--- config.mk ---
export PLATFORM = sky130hd
export DESIGN_NAME = inst_encoder_flat
export DESIGN_NICKNAME = d
export VERILOG_FILES = /design/src/rtl/inst_encoder_if.sv /design/src/rtl/inst_encoder.sv /design/src/flat_wrapper.sv
export SDC_FILE = /design/constraint.sdc
export NUM_CORES = 1
export LEC_CHECK = 0
export ABC_AREA = 0
export CAP_MARGIN = 0
export CORE_AREA = 4 4 122 124
export DETAILED_ROUTE_END_ITERATION = 10
export DIE_AREA = 0 0 126 128
export PLACE_DENSITY = 0.64
export RECOVER_POWER = 50
export SKIP_LAST_GASP = 1
export SLEW_MARGIN = 20
export SYNTH_ARGS = -nofsm -noshare
export SYNTH_HDL_FRONTEND = slang
export SYNTH_SLANG_ARGS = --single-unit
--- constraint.sdc ---
create_clock -name clk -period 4 [get_ports clk]
set_input_delay 0.8 -clock clk [delete_from_list [all_inputs] [get_ports clk]]
set_output_delay 0.8 -clock clk [all_outputs]
set_load 0.01 [all_outputs]
--- src/rtl/inst_encoder_if.sv ---
// ---------------------------------------------------------------------------
// inst_encoder_if
// Bundles the decoded-field input handshake and the encoded-word output
// handshake of inst_encoder.
//   in_valid / in_ready      : field-side valid/ready
//   in_type .. in_imm        : decoded instruction fields
//   out_valid / out_ready    : word-side valid/ready
//   out_inst / out_err       : encoded word and its range/type error flag
// modport slave  : encoder view (consumes fields, produces words)
// modport master : producer/consumer view (test-program generator side)
// ---------------------------------------------------------------------------
interface inst_encoder_if;
    logic        in_valid;
    logic        in_ready;
    logic [2:0]  in_type;
    logic [6:0]  in_opcode;
    logic [4:0]  in_rd;
    logic [4:0]  in_rs1;
    logic [4:0]  in_rs2;
    logic [2:0]  in_funct3;
    logic [6:0]  in_funct7;
    logic [31:0] in_imm;
    logic        out_valid;
    logic        out_ready;
    logic [31:0] out_inst;
    logic        out_err;

    modport slave (
        input  in_valid, in_type, in_opcode, in_rd, in_rs1, in_rs2,
               in_funct3, in_funct7, in_imm, out_ready,
        output in_ready, out_valid, out_inst, out_err
    );

    modport master (
        output in_valid, in_type, in_opcode, in_rd, in_rs1, in_rs2,
               in_funct3, in_funct7, in_imm, out_ready,
        input  in_ready, out_valid, out_inst, out_err
    );
endinterface

--- src/rtl/inst_encoder.sv ---
// ---------------------------------------------------------------------------
// inst_encoder
// Packs decoded RV32 fields into a 32-bit instruction word, flags immediates
// that do not fit the format, and buffers results in a 2-entry FIFO.
// Ports:
//   clk        : clock, rising edge
//   rst        : synchronous reset, active-high
//   flush      : synchronous clear of the output queue (counters kept)
//   bus        : inst_encoder_if.slave (field input / word output handshakes)
//   enc_count  : accepted words since reset, wrapping
//   err_count  : accepted error words since reset, saturating
// Type codes on in_type: R=0 I=1 S=2 B=3 U=4 J=5, anything else is unknown.
// ---------------------------------------------------------------------------
module inst_encoder #(
    parameter int CNT_W = 16,
    parameter int ERR_W = 8
) (
    input  logic             clk,
    input  logic             rst,
    input  logic             flush,
    inst_encoder_if.slave    bus,
    output logic [CNT_W-1:0] enc_count,
    output logic [ERR_W-1:0] err_count
);

    localparam logic [2:0] INST_R = 3'd0;
    localparam logic [2:0] INST_I = 3'd1;
    localparam logic [2:0] INST_S = 3'd2;
    localparam logic [2:0] INST_B = 3'd3;
    localparam logic [2:0] INST_U = 3'd4;
    localparam logic [2:0] INST_J = 3'd5;

    // ------------------------------------------------------------------
    // Combinational encode of the current input fields
    // ------------------------------------------------------------------
    logic [31:0] enc_word;
    logic        enc_err;
    logic [31:0] imm;

    assign imm = bus.in_imm;

    always_comb begin
        enc_word = '0;
        enc_err  = 1'b0;
        case (bus.in_type)
            INST_R: begin
                enc_word = {bus.in_funct7, bus.in_rs2, bus.in_rs1,
                            bus.in_funct3, bus.in_rd, bus.in_opcode};
            end
            INST_I: begin
                enc_word = {imm[11:0], bus.in_rs1, bus.in_funct3,
                            bus.in_rd, bus.in_opcode};
                // 12-bit signed range: bits 31..11 must be a sign copy
                enc_err  = !((&imm[31:11]) || !(|imm[31:11]));
            end
            INST_S: begin
                enc_word = {imm[11:5], bus.in_rs2, bus.in_rs1,
                            bus.in_funct3, imm[4:0], bus.in_opcode};
                enc_err  = !((&imm[31:11]) || !(|imm[31:11]));
            end
            INST_B: begin
                enc_word = {imm[12], imm[10:5], bus.in_rs2, bus.in_rs1,
                            bus.in_funct3, imm[4:1], imm[11], bus.in_opcode};
                // halfword-aligned, 13-bit signed range
                enc_err  = imm[0] || !((&imm[31:12]) || !(|imm[31:12]));
            end
            INST_U: begin
                enc_word = {imm[31:12], bus.in_rd, bus.in_opcode};
                enc_err  = |imm[11:0];
            end
            INST_J: begin
                enc_word = {imm[20], imm[10:1], imm[11], imm[19:12],
                            bus.in_rd, bus.in_opcode};
                // halfword-aligned, 21-bit signed range
                enc_err  = imm[0] || !((&imm[31:20]) || !(|imm[31:20]));
            end
            default: begin
                enc_word = '0;
                enc_err  = 1'b1;
            end
        endcase
    end

    // ------------------------------------------------------------------
    // 2-entry FIFO and counters
    // ------------------------------------------------------------------
    logic [31:0]      mem_inst_q [2];
    logic [31:0]      mem_inst_d [2];
    logic             mem_err_q  [2];
    logic             mem_err_d  [2];
    logic             rd_ptr_q, rd_ptr_d;
    logic             wr_ptr_q, wr_ptr_d;
    logic [1:0]       occ_q, occ_d;
    logic [CNT_W-1:0] enc_cnt_q, enc_cnt_d;
    logic [ERR_W-1:0] err_cnt_q, err_cnt_d;

    logic in_ready;
    logic push;
    logic pop;

    // flush blocks acceptance so a flushed cycle never bumps the counters
    assign in_ready = !flush && (occ_q != 2'd2);
    assign push     = bus.in_valid && in_ready;
    assign pop      = (occ_q != 2'd0) && bus.out_ready;

    always_comb begin
        mem_inst_d = mem_inst_q;
        mem_err_d  = mem_err_q;
        rd_ptr_d   = rd_ptr_q;
        wr_ptr_d   = wr_ptr_q;
        occ_d      = occ_q;
        enc_cnt_d  = enc_cnt_q;
        err_cnt_d  = err_cnt_q;

        if (flush) begin
            occ_d    = 2'd0;
            rd_ptr_d = 1'b0;
            wr_ptr_d = 1'b0;
        end else begin
            if (push) begin
                mem_inst_d[wr_ptr_q] = enc_word;
                mem_err_d[wr_ptr_q]  = enc_err;
                wr_ptr_d             = ~wr_ptr_q;
            end
            if (pop) begin
                rd_ptr_d = ~rd_ptr_q;
            end
            occ_d = occ_q + {1'b0, push} - {1'b0, pop};
        end

        if (push) begin
            enc_cnt_d = enc_cnt_q + 1'b1;
            if (enc_err && (err_cnt_q != {ERR_W{1'b1}})) begin
                err_cnt_d = err_cnt_q + 1'b1;
            end
        end
    end

    always_ff @(posedge clk) begin
        if (rst) begin
            mem_inst_q[0] <= '0;
            mem_inst_q[1] <= '0;
            mem_err_q[0]  <= 1'b0;
            mem_err_q[1]  <= 1'b0;
            rd_ptr_q      <= 1'b0;
            wr_ptr_q      <= 1'b0;
            occ_q         <= 2'd0;
            enc_cnt_q     <= '0;
            err_cnt_q     <= '0;
        end else begin
            mem_inst_q <= mem_inst_d;
            mem_err_q  <= mem_err_d;
            rd_ptr_q   <= rd_ptr_d;
            wr_ptr_q   <= wr_ptr_d;
            occ_q      <= occ_d;
            enc_cnt_q  <= enc_cnt_d;
            err_cnt_q  <= err_cnt_d;
        end
    end

    // head entry is driven straight from storage, so it is stable under stall
    assign bus.in_ready  = in_ready;
    assign bus.out_valid = (occ_q != 2'd0);
    assign bus.out_inst  = mem_inst_q[rd_ptr_q];
    assign bus.out_err   = mem_err_q[rd_ptr_q];
    assign enc_count     = enc_cnt_q;
    assign err_count     = err_cnt_q;

endmodule

--- src/flat_wrapper.sv ---
// flat-port wrapper written by rule: the top's interface ports become plain ports
module inst_encoder_flat 
#(
    parameter int CNT_W = 16,
    parameter int ERR_W = 8
)
  (clk, rst, flush, enc_count, err_count, bus_in_valid, bus_in_type, bus_in_opcode, bus_in_rd, bus_in_rs1, bus_in_rs2, bus_in_funct3, bus_in_funct7, bus_in_imm, bus_out_ready, bus_in_ready, bus_out_valid, bus_out_inst, bus_out_err);
  inst_encoder_if bus_i ();
  input  logic clk;
  input  logic rst;
  input  logic flush;
  output logic [CNT_W-1:0] enc_count;
  output logic [ERR_W-1:0] err_count;
  input wire logic [$bits(bus_i.in_valid)-1:0] bus_in_valid;
  input wire logic [$bits(bus_i.in_type)-1:0] bus_in_type;
  input wire logic [$bits(bus_i.in_opcode)-1:0] bus_in_opcode;
  input wire logic [$bits(bus_i.in_rd)-1:0] bus_in_rd;
  input wire logic [$bits(bus_i.in_rs1)-1:0] bus_in_rs1;
  input wire logic [$bits(bus_i.in_rs2)-1:0] bus_in_rs2;
  input wire logic [$bits(bus_i.in_funct3)-1:0] bus_in_funct3;
  input wire logic [$bits(bus_i.in_funct7)-1:0] bus_in_funct7;
  input wire logic [$bits(bus_i.in_imm)-1:0] bus_in_imm;
  input wire logic [$bits(bus_i.out_ready)-1:0] bus_out_ready;
  output wire logic [$bits(bus_i.in_ready)-1:0] bus_in_ready;
  output wire logic [$bits(bus_i.out_valid)-1:0] bus_out_valid;
  output wire logic [$bits(bus_i.out_inst)-1:0] bus_out_inst;
  output wire logic [$bits(bus_i.out_err)-1:0] bus_out_err;
  assign bus_i.in_valid = bus_in_valid;
  assign bus_i.in_type = bus_in_type;
  assign bus_i.in_opcode = bus_in_opcode;
  assign bus_i.in_rd = bus_in_rd;
  assign bus_i.in_rs1 = bus_in_rs1;
  assign bus_i.in_rs2 = bus_in_rs2;
  assign bus_i.in_funct3 = bus_in_funct3;
  assign bus_i.in_funct7 = bus_in_funct7;
  assign bus_i.in_imm = bus_in_imm;
  assign bus_i.out_ready = bus_out_ready;
  assign bus_in_ready = bus_i.in_ready;
  assign bus_out_valid = bus_i.out_valid;
  assign bus_out_inst = bus_i.out_inst;
  assign bus_out_err = bus_i.out_err;
  inst_encoder #(.CNT_W(CNT_W), .ERR_W(ERR_W)) u_core (.clk(clk), .rst(rst), .flush(flush), .bus(bus_i), .enc_count(enc_count), .err_count(err_count));
endmodule
-- After elaboration in Yosys (flattened, before gate mapping)
Cells that the tools add are included.
- reduce and logical (&&, ||, !) cells: 30
- add/sub/neg operators: 4
- equality and inequality tests: 7
- multiplexer cells: 14
- bitwise operators: 5
- $lt $le $gt $ge: 3
- operator list (operator ; count):
    32-bit case mux with 6 select lines ; 1
    32-bit two-way mux ; 4
    64-bit bitwise mux ; 1
    32-bit demux with 1-bit select ; 1
    12-bit OR reduction ; 2
    21-bit AND reduction ; 1
    21-bit OR reduction ; 1
    20-bit AND reduction ; 1
    20-bit OR reduction ; 1
    16-bit by 1-bit adder with 16-bit output, second input constant ; 1
    12-bit AND reduction ; 1
    8-bit by 1-bit adder with 8-bit output, second input constant ; 1
    8-bit inequality test, second input constant ; 1
    1-bit logical NOT ; 7
    3-bit by 2-bit == test with 1-bit output, second input constant ; 2
    3-bit == test, second input constant ; 2
    1-bit logical AND ; 5
    1-bit logical OR ; 5
    1-bit case mux with 5 select lines ; 1
    2-bit greater-or-equal comparator, second input constant ; 2
    1-bit two-way mux ; 4
    1-bit inverter with 2-bit output ; 2
    2-bit AND reduction ; 2
    2-bit OR reduction ; 2
    10 further kinds ; 12
- output and inout port bits: 59
- bits of input ports: 72
- bits in registers: 94
- logic and storage cells: 72

-- Longest topological paths before layout
Gate-level depths: netlist of run 1.
- depth in word-level cells: 8
- depth in mapped cells: 8
- mapped depth without buffers: 8

-- Least setup slack after synthesis of run 1
No wires, ideal clock.
- path type: in2reg
- start: in bus_in_imm[18]
- end: reg u_core.err_cnt_q[2] (netlist: u_core.err_count[2])
- required time: 3.879 ns
- library setup time: 0.121 ns
- stages: 7
- setup slack: 1.671 ns
- data arrival time: 2.207 ns
- path buffers: 1
- path through: or4_4 > nor3_2 > nand2_1 > a31oi_2 > buf_6 > a21oi_2 > mux2_4
- cells in the longest elaborated chain, start to end: 8
- elaborated cells on any way between the ends: 14
- classes of those cells: mux (1); reduce/logical (13)
- ends and longest elaborated chain (item ; RTL line ; RTL):
    start, declared ; flat_wrapper.sv:22 ; input wire logic [$bits(bus_i.in_imm)-1:0] bus_in_imm;
    20-bit OR reduction ; inst_encoder.sv:65 ; enc_err = imm[0] || !((&imm[31:12]) || !(|imm[31:12]));
    1-bit logical NOT ; inst_encoder.sv:65 ;
    1-bit logical OR ; inst_encoder.sv:65 ;
    1-bit logical NOT ; inst_encoder.sv:65 ;
    1-bit logical OR ; inst_encoder.sv:65 ;
    1-bit case mux with 5 select lines * ; inst_encoder.sv:45 ; case (bus.in_type)
    1-bit logical AND * ; inst_encoder.sv:133 ; if (enc_err && (err_cnt_q != {ERR_W{1'b1}})) begin
    2-bit AND reduction (no source line) * ; -- ;
    end signal, assigned ; inst_encoder.sv:157 ; err_cnt_q <= err_cnt_d;
    end, declared ; inst_encoder.sv:95 ; logic [ERR_W-1:0] err_cnt_q, err_cnt_d;
Mark *: on every way between the ends. The rest lies on a longest branch, timed or not.
A chain may end at the register's enable or synchronous reset.

-- Final worst setup path of run 1
- start: in flush
- end: reg u_core.mem_inst_q[30] (netlist bit)
- cells in the longest elaborated chain, start to end: 4
- elaborated cells on any way between the ends: 5
- classes of those cells: bitwise (1); reduce/logical (4)
- ends and longest elaborated chain (item ; RTL line ; RTL):
    start, declared ; flat_wrapper.sv:11 ; input logic flush;
    1-bit logical NOT ; inst_encoder.sv:102 ; assign in_ready = !flush && (occ_q != 2'd2);
    1-bit logical AND ; inst_encoder.sv:102 ;
    1-bit logical AND ; inst_encoder.sv:103 ; assign push = bus.in_valid && in_ready;
    2-bit AND reduction (no source line) * ; -- ;
    end signal, assigned ; inst_encoder.sv:151 ; mem_inst_q <= mem_inst_d;
    end, declared ; inst_encoder.sv:87 ; logic [31:0] mem_inst_q [2];
Marks and branches as above.

==> flow_summary.ini, run 1 <==
[global_routing]
use_met1_pct = 21.23
grt_pass1_wl_mm = 22.03
grt-ovfl-total = 0
busiest_layer = met2
use_met3_pct = 4.125
grtUsageMet2_pct = 27.64
track_usage_pct = 16.76
grt_max_degree = 101
grt_antenna_before_repair = 0
grt_pass1_vias = 4393

[synthesis]
ys_seq_elements = 94
synth_top_area_share_pct = 39.84
syn_avg_cell_area_um2 = 8.683
yosysTopAreaCell = dfxtp_1
netlist_top_cells_area = dfxtp_1 40%, mux2_2 8.6%, a211oi_1 7.9%, nor2_1 6.7%, a22oi_1 3.7%
async_flop_share_pct = 0
syn_inst = 544
synth_area_um2 = 4723
synth_cell_types = 45
synth_edf_count = 0
synth_ff_type = dfxtp_1
yosysSeqAreaShare_pct = 39.84
syn-num-nets = 620
yosys_warnings = 0

[final_layout]
final_cell_mix = 104 x clkdlybuf4s50_1, 93 x dfxtp_1, 84 x nor2_1
diodes = 0
fillers = 1388
num-nets-final = 727
regArea_um2 = 1883
postLayoutCellArea_um2 = 6431
areaGrowthSynthToFinish_pct = 36.16
stdcell_count = 835
final_common_cell = clkdlybuf4s50_1
multiInputGateArea_um2 = 2646
drive_gt1_share_pct = 11.91

[power]
power.density_nw_per_um2 = 340.6
combPwrFrac_pct = 16.6
p_sw_share_pct = 25.20
power_frac_clock_pct = 38.3
p_int_uw = 1638
ir_worst_vdd_v = 0.0002177
power_frac_seq_pct = 45.1
p_switching_uw = 552.0
p_leak_uw = 0.002315

[run_status]
status = finished, violations left
violations = capacitance limit, slew limit

[timing]
tns_ps = 0
rsz0062_at_grt = false
hold_ws_ps = 452.9
clock_skew_ps = 10.16
hold_viol = 0
post-route-min-period_ps = 3270
layout_setup_ws_ps = 730.0
post-route-period-util_pct = 81.75
slew_viol_final = 101
setup_viol = 0
tightest_slew_ps = 2002
max-slew-margin-rel_pct = -33.46
fmax_mhz = 305.8

[clock_network]
cts_resized = 0
clk_latency_ps = 340
cts_sinks = 94
cts_buffers = 9
postCtsSetupRepairBufs = 0
clk_pin_slew_ps = 70
ctsHoldBuffers = 0
htree_levels = 3
cts_tree = built
clock-root-buffer = clkbuf_16
cts.path.max_buffers = 2

[place]
dp_slack_ps = 732.9
port_buffers = 130
gp_congestion = 0.9138
place_hpwl_mm = 9.825
place_area_um2 = 6158
dp_cells = 820

[flow_run]
drv_cap = 1

[floorplanning]
die_w_um = 126
rows = 43
coreArea_um2 = 13770
dieArea_um2 = 16130
die_h_um = 128
floorplan.initialDensity_pct = 34.29
io_pins = 131

[drt]
firstDrtPassIters = 4
route.vias.total = 4406
wl_mm = 13.52
viasPerCell = 5.277
remaining_drc_errors = 0
ant_nets = 0
wl_per_cell_um = 16.20
drt_iter0_drc = 278

[critical_path]
path_class = in2reg
path_max_fanout = 57
path_buf_inv = 3
end_kind = register
cp-start-kind = input port
worst_ep_arrival_time_ps = 3480
crit_family = buffers and inverters
crit_required_ps = 4210
cpMaxStageDelayCell = a211oi_1
crit_chain = clkdlybuf4s50_1, a211oi_1, clkbuf_1, and2_2, buf_4, nor2_1, a211oi_1
cpPeakStageDelay_ps = 540
cp_common_cell = a211oi_1

[min_path]
min_path_type = reg2reg
[final cells by class]
class / count / area share (%)
Clock buffer: 10 / 3.560
Tap cell: 180 / 3.502
Sequential cell: 94 / 29.28
Timing Repair Buffer: 139 / 21.34
Inverter: 4 / 0.2335
Clock inverter: 5 / 0.9339
Multi-Input combinational cell: 403 / 41.15
[cell usage after synthesis, types with 7 or more instances]
cell and instances:
nand3_1 25, xnor2_1 8, clkbuf_1 26, buf_1 8, a211oi_1 50, mux2_2 36
buf_2 8, a22oi_1 23, and3_1 9, xor2_1 12, nor2_1 84, dfxtp_1 94
nor3_1 7, nor2b_1 18, nand4_1 12, a21oi_1 33, nand2_1 28
[state kept, by name (all words and copies together), names as in the netlist]
name,flops
u_core.enc_count,16
u_core.err_count,8
u_core.mem_err_q,2
u_core.mem_inst_q,64
u_core.occ_q,2
u_core.rd_ptr_q,1
u_core.wr_ptr_q,1
[cells by family (layout without fill, tap and decap cells)]
| group | count (synthesis) | count (layout) | share of synthesized area (%) |
|---|---|---|---|
| fa+ha+maj | 4 | 4 | 1.060 |
| xor+xnor | 20 | 20 | 3.709 |
| flops | 94 | 94 | 39.84 |
| buf+inv | 47 | 158 | 4.106 |
| compound gates | 129 | 129 | 19.28 |
| mux | 45 | 45 | 11.05 |
| simple gates | 205 | 205 | 20.95 |
[worst min-delay path: stages (launching register included)]
cell and delay (ps):
dfxtp_1 310, nand2_1 50, a21oi_1 50
[stage by stage]
step | utilization, % | total power (uW)
finish | 46.69 | 2190
detailed placement | 44.71 | 1375
floorplan | - | 1188
global placement | 44.71 | 1367
CTS | 46.81 | 2221
global route | 46.69 | 2291
[power groups by stage]
stage,Sequential (uW),Combinational (uW),Clock [uW]
after global routing,991,398,903
after CTS,987,368,866
after floorplan,1000,186,0
after global placement,1010,361,0
final,987,364,839
after detailed placement,1010,366,0
[layer usage]
layer | vias up | part of all wire, %
li1 | 2183 | -
met1 | 2062 | 45
met2 | 139 | 47
met3 | 22 | 6.3
met4 | 0 | 2.2
met5 | - | 0
[path summary, 6_finish.rpt]
kind                                      startpoint                                  to  slack [ps]  cells after the start
setup / recovery                               flush  u_core.mem_inst_q[30]$_SDFFE_PP0P_         730                      7
hold / removal    u_core.mem_inst_q[38]$_SDFFE_PP0P_  u_core.mem_inst_q[38]$_SDFFE_PP0P_         450                      2
setup reg to reg          u_core.occ_q[0]$_SDFF_PP0_  u_core.mem_inst_q[30]$_SDFFE_PP0P_        1300                      7
hold reg to reg   u_core.mem_inst_q[38]$_SDFFE_PP0P_  u_core.mem_inst_q[38]$_SDFFE_PP0P_         450                      2
No activity file was read; power rests on OpenSTA's default activity.
==> inputs of run 2 (changes only) <==
==> constraint.sdc (replaced) <==
create_clock -name clk -period 3.3 [get_ports clk]
set_input_delay 0.66 -clock clk [delete_from_list [all_inputs] [get_ports clk]]
set_output_delay 0.66 -clock clk [all_outputs]
set_load 0.01 [all_outputs]
==> run 2 against run 1 <==
  * The flow now finishes without violations
  * Non-clock buffer count rose by 5
  * Worst hold slack improved by 2.6 ps
  * Final cell count rose by 0.72%
  * Critical endpoint is now u_core.err_count[7]$_SDFFE_PP0P_
  * Largest power group unchanged
  * Highest routed layer unchanged
==> flow_summary.ini, run 2 (synthesis results as in run 1) <==
[run_status]
status = finished, final reports clean

[global_routing]
grt_pass1_wl_mm = 21.27
grtUsageMet2_pct = 26.35
grt_antenna_before_repair = 0
use_met1_pct = 20.78
grt_pass1_vias = 4177
use_met3_pct = 4.167
grt-ovfl-total = 0
track_usage_pct = 16.24
grt_max_degree = 78
busiest_layer = met2

[critical_path]
path_class = in2reg
worst_ep_arrival_time_ps = 2920
path_max_fanout = 15
cpMaxStageDelayCell = clkdlybuf4s50_1
cpPeakStageDelay_ps = 690
crit_chain = clkdlybuf4s50_1, nor4bb_1, and4_1, a211oi_2, nand2_4, a21oi_1, mux2_1
crit_family = buffers and inverters
reg2regPathDepth = 7
cp.depth = 7
crit_required_ps = 3530
end_kind = register
critPathLaunch = bus_in_type[2]
path_buf_inv = 1
rr_startpoint = u_core.occ_q[0]$_SDFF_PP0_
cp-start-kind = input port

[floorplanning]
die_w_um = 126
floorplan.initialDensity_pct = 34.29
coreArea_um2 = 13770
dieArea_um2 = 16130
io_pins = 131
die_h_um = 128
rows = 43

[drt]
wl_per_cell_um = 15.82
ant_nets = 0
wl_mm = 13.30
route.vias.total = 4341
viasPerCell = 5.162
drt_iter0_drc = 252
firstDrtPassIters = 4
remaining_drc_errors = 0

[final_layout]
fillers = 1345
drive_gt1_share_pct = 12.71
top_register = u_core.mem_inst_q
final_common_cell = clkdlybuf4s50_1
areaGrowthSynthToFinish_pct = 37.48
final_cell_mix = 102 x clkdlybuf4s50_1, 93 x dfxtp_1, 84 x nor2_1
largest_register_ffs = 64
postLayoutCellArea_um2 = 6494
num-nets-final = 732
diodes = 0

[timing]
rsz0062_at_grt = false
fmax_mhz = 371.5
clock_skew_ps = 8.979
tns_ps = 0
tightest_slew_ps = 790.8
max-slew-margin-rel_pct = 47.28
hold_viol = 0
slew_viol_final = 0
setup_viol = 0
post-route-period-util_pct = 81.57
post-route-min-period_ps = 2692

[power]
power.density_nw_per_um2 = 414.7
ir_worst_vdd_v = 0.0002406
p_leak_uw = 0.002349

[clock_network]
clk_pin_slew_ps = 70
clock-root-buffer = clkbuf_16
cts_buffers = 9
cts_sinks = 94
clk_latency_ps = 350
cts_resized = 0
htree_levels = 3
cts_tree = built
ctsHoldBuffers = 0
postCtsSetupRepairBufs = 0
cts.path.max_buffers = 2

[place]
place_area_um2 = 6208
port_buffers = 130
gp_congestion = 0.9340
place_hpwl_mm = 9.811

[min_path]
worstHoldStart = u_core.mem_inst_q[37]$_SDFFE_PP0P_
hold_path_depth = 2
min_path_type = reg2reg

[flow_run]
drv_cap = 0
[run 2: cell types whose count changed in the layout (fill, tap and decap cells not counted), moves of 2 or more]
cell	previous run	this run
and2_1	4	2
clkdlybuf4s50_1	104	102
dlygate4sd3_1	25	27
buf_4	7	12
and2_0	0	2
[run 2: worst paths after layout]
kind                                              to  slack [ps]
setup reg to reg   u_core.enc_count[14]$_SDFFE_PP0P_        1150
hold / removal    u_core.mem_inst_q[37]$_SDFFE_PP0P_         460
setup / recovery    u_core.err_count[7]$_SDFFE_PP0P_         610
hold reg to reg   u_core.mem_inst_q[37]$_SDFFE_PP0P_         460
[run 2: through the flow]
stage | util [%] | hold WS (ps) | total power [uW] | worst slack, ps | cells
after global routing | 47.15 | 468.5 | 2808 | 420.3 | 841
final | 47.15 | 455.6 | 2693 | 608.1 | 841
after global placement | 45.08 | 437.9 | 1659 | 338.5 | 825
after detailed placement | 45.08 | 446.8 | 1670 | 306.7 | 825
after CTS | 47.27 | 456.3 | 2725 | 583.6 | 841
after floorplan | - | 432.9 | 1440 | 1111 | 544
[run 2: worst register-to-register path, cell delays in order, from the launching register on]
cell and delay, ps:
dfxtp_1 330, inv_1 70, a211oi_2 530, clkbuf_1 380
and3_1 340, and3_1 200, xnor2_1 110, nor2_1 50
[run 2: per-layer routing]
metal	vias to the layer above	part of all wire, %
li1	2198	-
met1	1987	45
met2	134	47
met3	22	5.8
met4	0	2.3
met5	-	0
[run 2: final cells by class]
class                   instances  area (um^2)  share of cell area (%)
multi-input cells             403         2656                   40.91
flip-flops and latches         94         1883                   29.00
well taps                     180        225.2                   3.468
clock buffers                  12        246.5                   3.796
inverters                       4        15.01                  0.2312
clock inverters                 4        55.05                  0.8478
repair buffers                144         1413                   21.75
[run 2: power breakdown]
| group | internal, uW | switching, uW | total [uW] |
|---|---|---|---|
| sequential | 1170 | 20.4 | 1190 |
| clock | 613 | 439 | 1050 |
| combinational | 231 | 218 | 449 |
| total | 2020 | 677 | 2690 |
==> inputs of run 3 (changes only) <==
--- a/config.mk
+++ b/config.mk
@@ -10,7 +10,7 @@
 export CORE_AREA = 4 4 122 124
 export DETAILED_ROUTE_END_ITERATION = 10
 export DIE_AREA = 0 0 126 128
-export PLACE_DENSITY = 0.64
+export PLACE_DENSITY = 0.67
 export RECOVER_POWER = 50
 export SKIP_LAST_GASP = 1
 export SLEW_MARGIN = 20
==> constraint.sdc (replaced) <==
create_clock -name clk -period 2.15 [get_ports clk]
set_input_delay 0.43 -clock clk [delete_from_list [all_inputs] [get_ports clk]]
set_output_delay 0.43 -clock clk [all_outputs]
set_load 0.01 [all_outputs]
==> run 3 against run 2 <==
  * Utilization rose by 4.7 points
  * Sequential power rose by 54%
  * Global-route usage rose by 1.4 points
  * Register-to-register slack got worse by 890 ps
  * Sequential cell count did not move
  * Combinational power rose by 71%
  * Worst hold slack barely moved
  * Critical path type unchanged
  * Critical endpoint unchanged
  * Largest cell class unchanged
  * Highest routed layer unchanged
==> flow_summary.ini, run 3 (synthesis results as in run 1) <==
[timing]
rsz0062_at_grt = true
slew_viol_final = 0
hold_viol = 0
post-route-period-util_pct = 97.82
max-slew-margin-rel_pct = 66.02
clock_skew_ps = 4.034
fmax_mhz = 475.5
hold_ws_ps = 455.5
tightest_slew_ps = 508.4
post-route-min-period_ps = 2103
layout_setup_ws_ps = 46.97
setup_viol = 0

[final_layout]
num-nets-final = 791
diodes = 0
final_cell_mix = 93 x dfxtp_1, 84 x nor2_1, 64 x buf_4
final_common_cell = dfxtp_1
top_register = u_core.mem_inst_q
drive_gt1_share_pct = 21.53
areaGrowthSynthToFinish_pct = 51.21
largest_register_ffs = 64
stdcell_count = 900
fillers = 1319

[drt]
wl_per_cell_um = 16.24
viasPerCell = 5.291
wl_mm = 14.62
drt_iter0_drc = 249
ant_nets = 0
firstDrtPassIters = 4
remaining_drc_errors = 0
route.vias.total = 4762

[power]
p_switching_uw = 1086
combPwrFrac_pct = 18.7
power.density_nw_per_um2 = 576.0
ir_worst_vdd_v = 0.0003941
power_frac_clock_pct = 36.8
p_leak_uw = 0.003087
p_sw_share_pct = 26.40
power_frac_seq_pct = 44.5
p_int_uw = 3028

[critical_path]
crit_required_ps = 2380
worst_ep_arrival_time_ps = 2330
end_kind = register
reg2regPathDepth = 7
timing.reg2reg.setup_slack_ps = 260
r2r-end = u_core.err_count[7]$_SDFFE_PP0P_
path_class = in2reg
cp-start-kind = input port
rr_startpoint = u_core.err_count[0]$_SDFFE_PP0P_
path_max_fanout = 5

[global_routing]
track_usage_pct = 17.60
grt_antenna_before_repair = 0
grt_pass1_vias = 4703
grt-ovfl-total = 0
grt_max_degree = 73
grt_pass1_wl_mm = 23.07

[min_path]
min_to = u_core.mem_inst_q[38]$_SDFFE_PP0P_
worstHoldStart = u_core.mem_inst_q[38]$_SDFFE_PP0P_
min_path_type = reg2reg
hold_path_depth = 2

[floorplanning]
coreArea_um2 = 13770
die_h_um = 128
die_w_um = 126
io_pins = 131
dieArea_um2 = 16130
rows = 43
floorplan.initialDensity_pct = 34.29

[place]
dp_cells = 871
place_hpwl_mm = 10.41
port_buffers = 130
gp_congestion = 0.8576
dp_slack_ps = -421.5

[clock_network]
cts.path.max_buffers = 2
htree_levels = 3
ctsHoldBuffers = 0
clk_latency_ps = 340
cts_sinks = 94
clk_pin_slew_ps = 70
cts_buffers = 9
cts_tree = built
clock-root-buffer = clkbuf_16

[run_status]
status = finished, final reports clean

[flow_run]
drv_cap = 0
run 3: cell types whose count changed in the layout (fill, tap and decap cells not counted), moves of 3 or more:
cell / delta
clkdlybuf4s50_1: -51
clkdlybuf4s25_1: +5
nor3_1: -3
dlymetal6s2s_1: +32
buf_4: +52
dlygate4sd2_1: +13
nor4_1: -6
nor4_2: +6
buf_12: +4
run 3: power by group through the flow:
stage | sequential [uW] | clock, uW | combinational, uW
floorplan | 1860 | 0 | 347
global placement | 1870 | 0 | 749
detailed placement | 1870 | 0 | 763
CTS | 1830 | 1550 | 765
global route | 1840 | 1630 | 835
finish | 1830 | 1510 | 769
run 3: what timing repair did:
action,in CTS,in global routing
setup endpoints to repair,39,28
hold endpoints to repair,0,0
buffers inserted,4,7
pin swaps,0,10
gates resized for setup,17,53
gates cloned,1,1
run 3: how the worst max path moves through the flow:
stage | from | cells after the start | slack [ps] | end
2_1_floorplan | bus_in_imm[18] | 7 | 190 | u_core.err_count[2]$_SDFFE_PP0P_
3_3_place_gp | bus_in_imm[0] | 8 | -390 | u_core.err_count[7]$_SDFFE_PP0P_
3_5_place_dp | bus_in_imm[13] | 8 | -420 | u_core.err_count[7]$_SDFFE_PP0P_
4_1_cts | u_core.rd_ptr_q$_SDFFE_PP0P_ | 3 | -90 | bus_out_inst[8]
5_1_grt | bus_in_imm[31] | 9 | -20 | u_core.err_count[7]$_SDFFE_PP0P_
6_report | bus_in_imm[3] | 8 | 50 | u_core.err_count[7]$_SDFFE_PP0P_
run 3: critical path: stages:
cell and delay (ps):
clkdlybuf4s50_1 470, nor4_2 290, nand3_1 130, a22o_1 240, a31oi_4 240, buf_12 150, a21oi_1 70, mux2_1 310
run 3: per-stage QoR:
| step | util [%] | power (uW) | area, um^2 | setup TNS [ps] |
|---|---|---|---|---|
| global route | 51.85 | 4299 | 7142 | -34.72 |
| global placement | 47.86 | 2616 | 6591 | -5750 |
| finish | 51.85 | 4114 | 7142 | 0 |
| detailed placement | 47.86 | 2634 | 6591 | -7124 |
| floorplan | - | 2210 | 4723 | 0 |
| CTS | 50.35 | 4151 | 6934 | -1359 |
run 3: routing by layer:
metal | wire length [um] | part of all wire (%) | vias up | track usage, %
li1 | - | - | 2309 | -
met1 | 6189 | 42 | 2251 | 21.80
met2 | 7103 | 49 | 175 | 29.70
met3 | 955 | 6.5 | 27 | 4.167
met4 | 371 | 2.5 | 0 | 6.814
met5 | 0 | 0 | - | 0
run 3: area by class of cell:
type	count	area (um^2)	share of cell area, %
clock inverters	6	46.29	0.6482
multi-input cells	403	2744	38.42
well taps	180	225.2	3.153
repair buffers	203	1987	27.82
clock buffers	10	239.0	3.346
flip-flops and latches	94	1886	26.40
inverters	4	15.01	0.2102
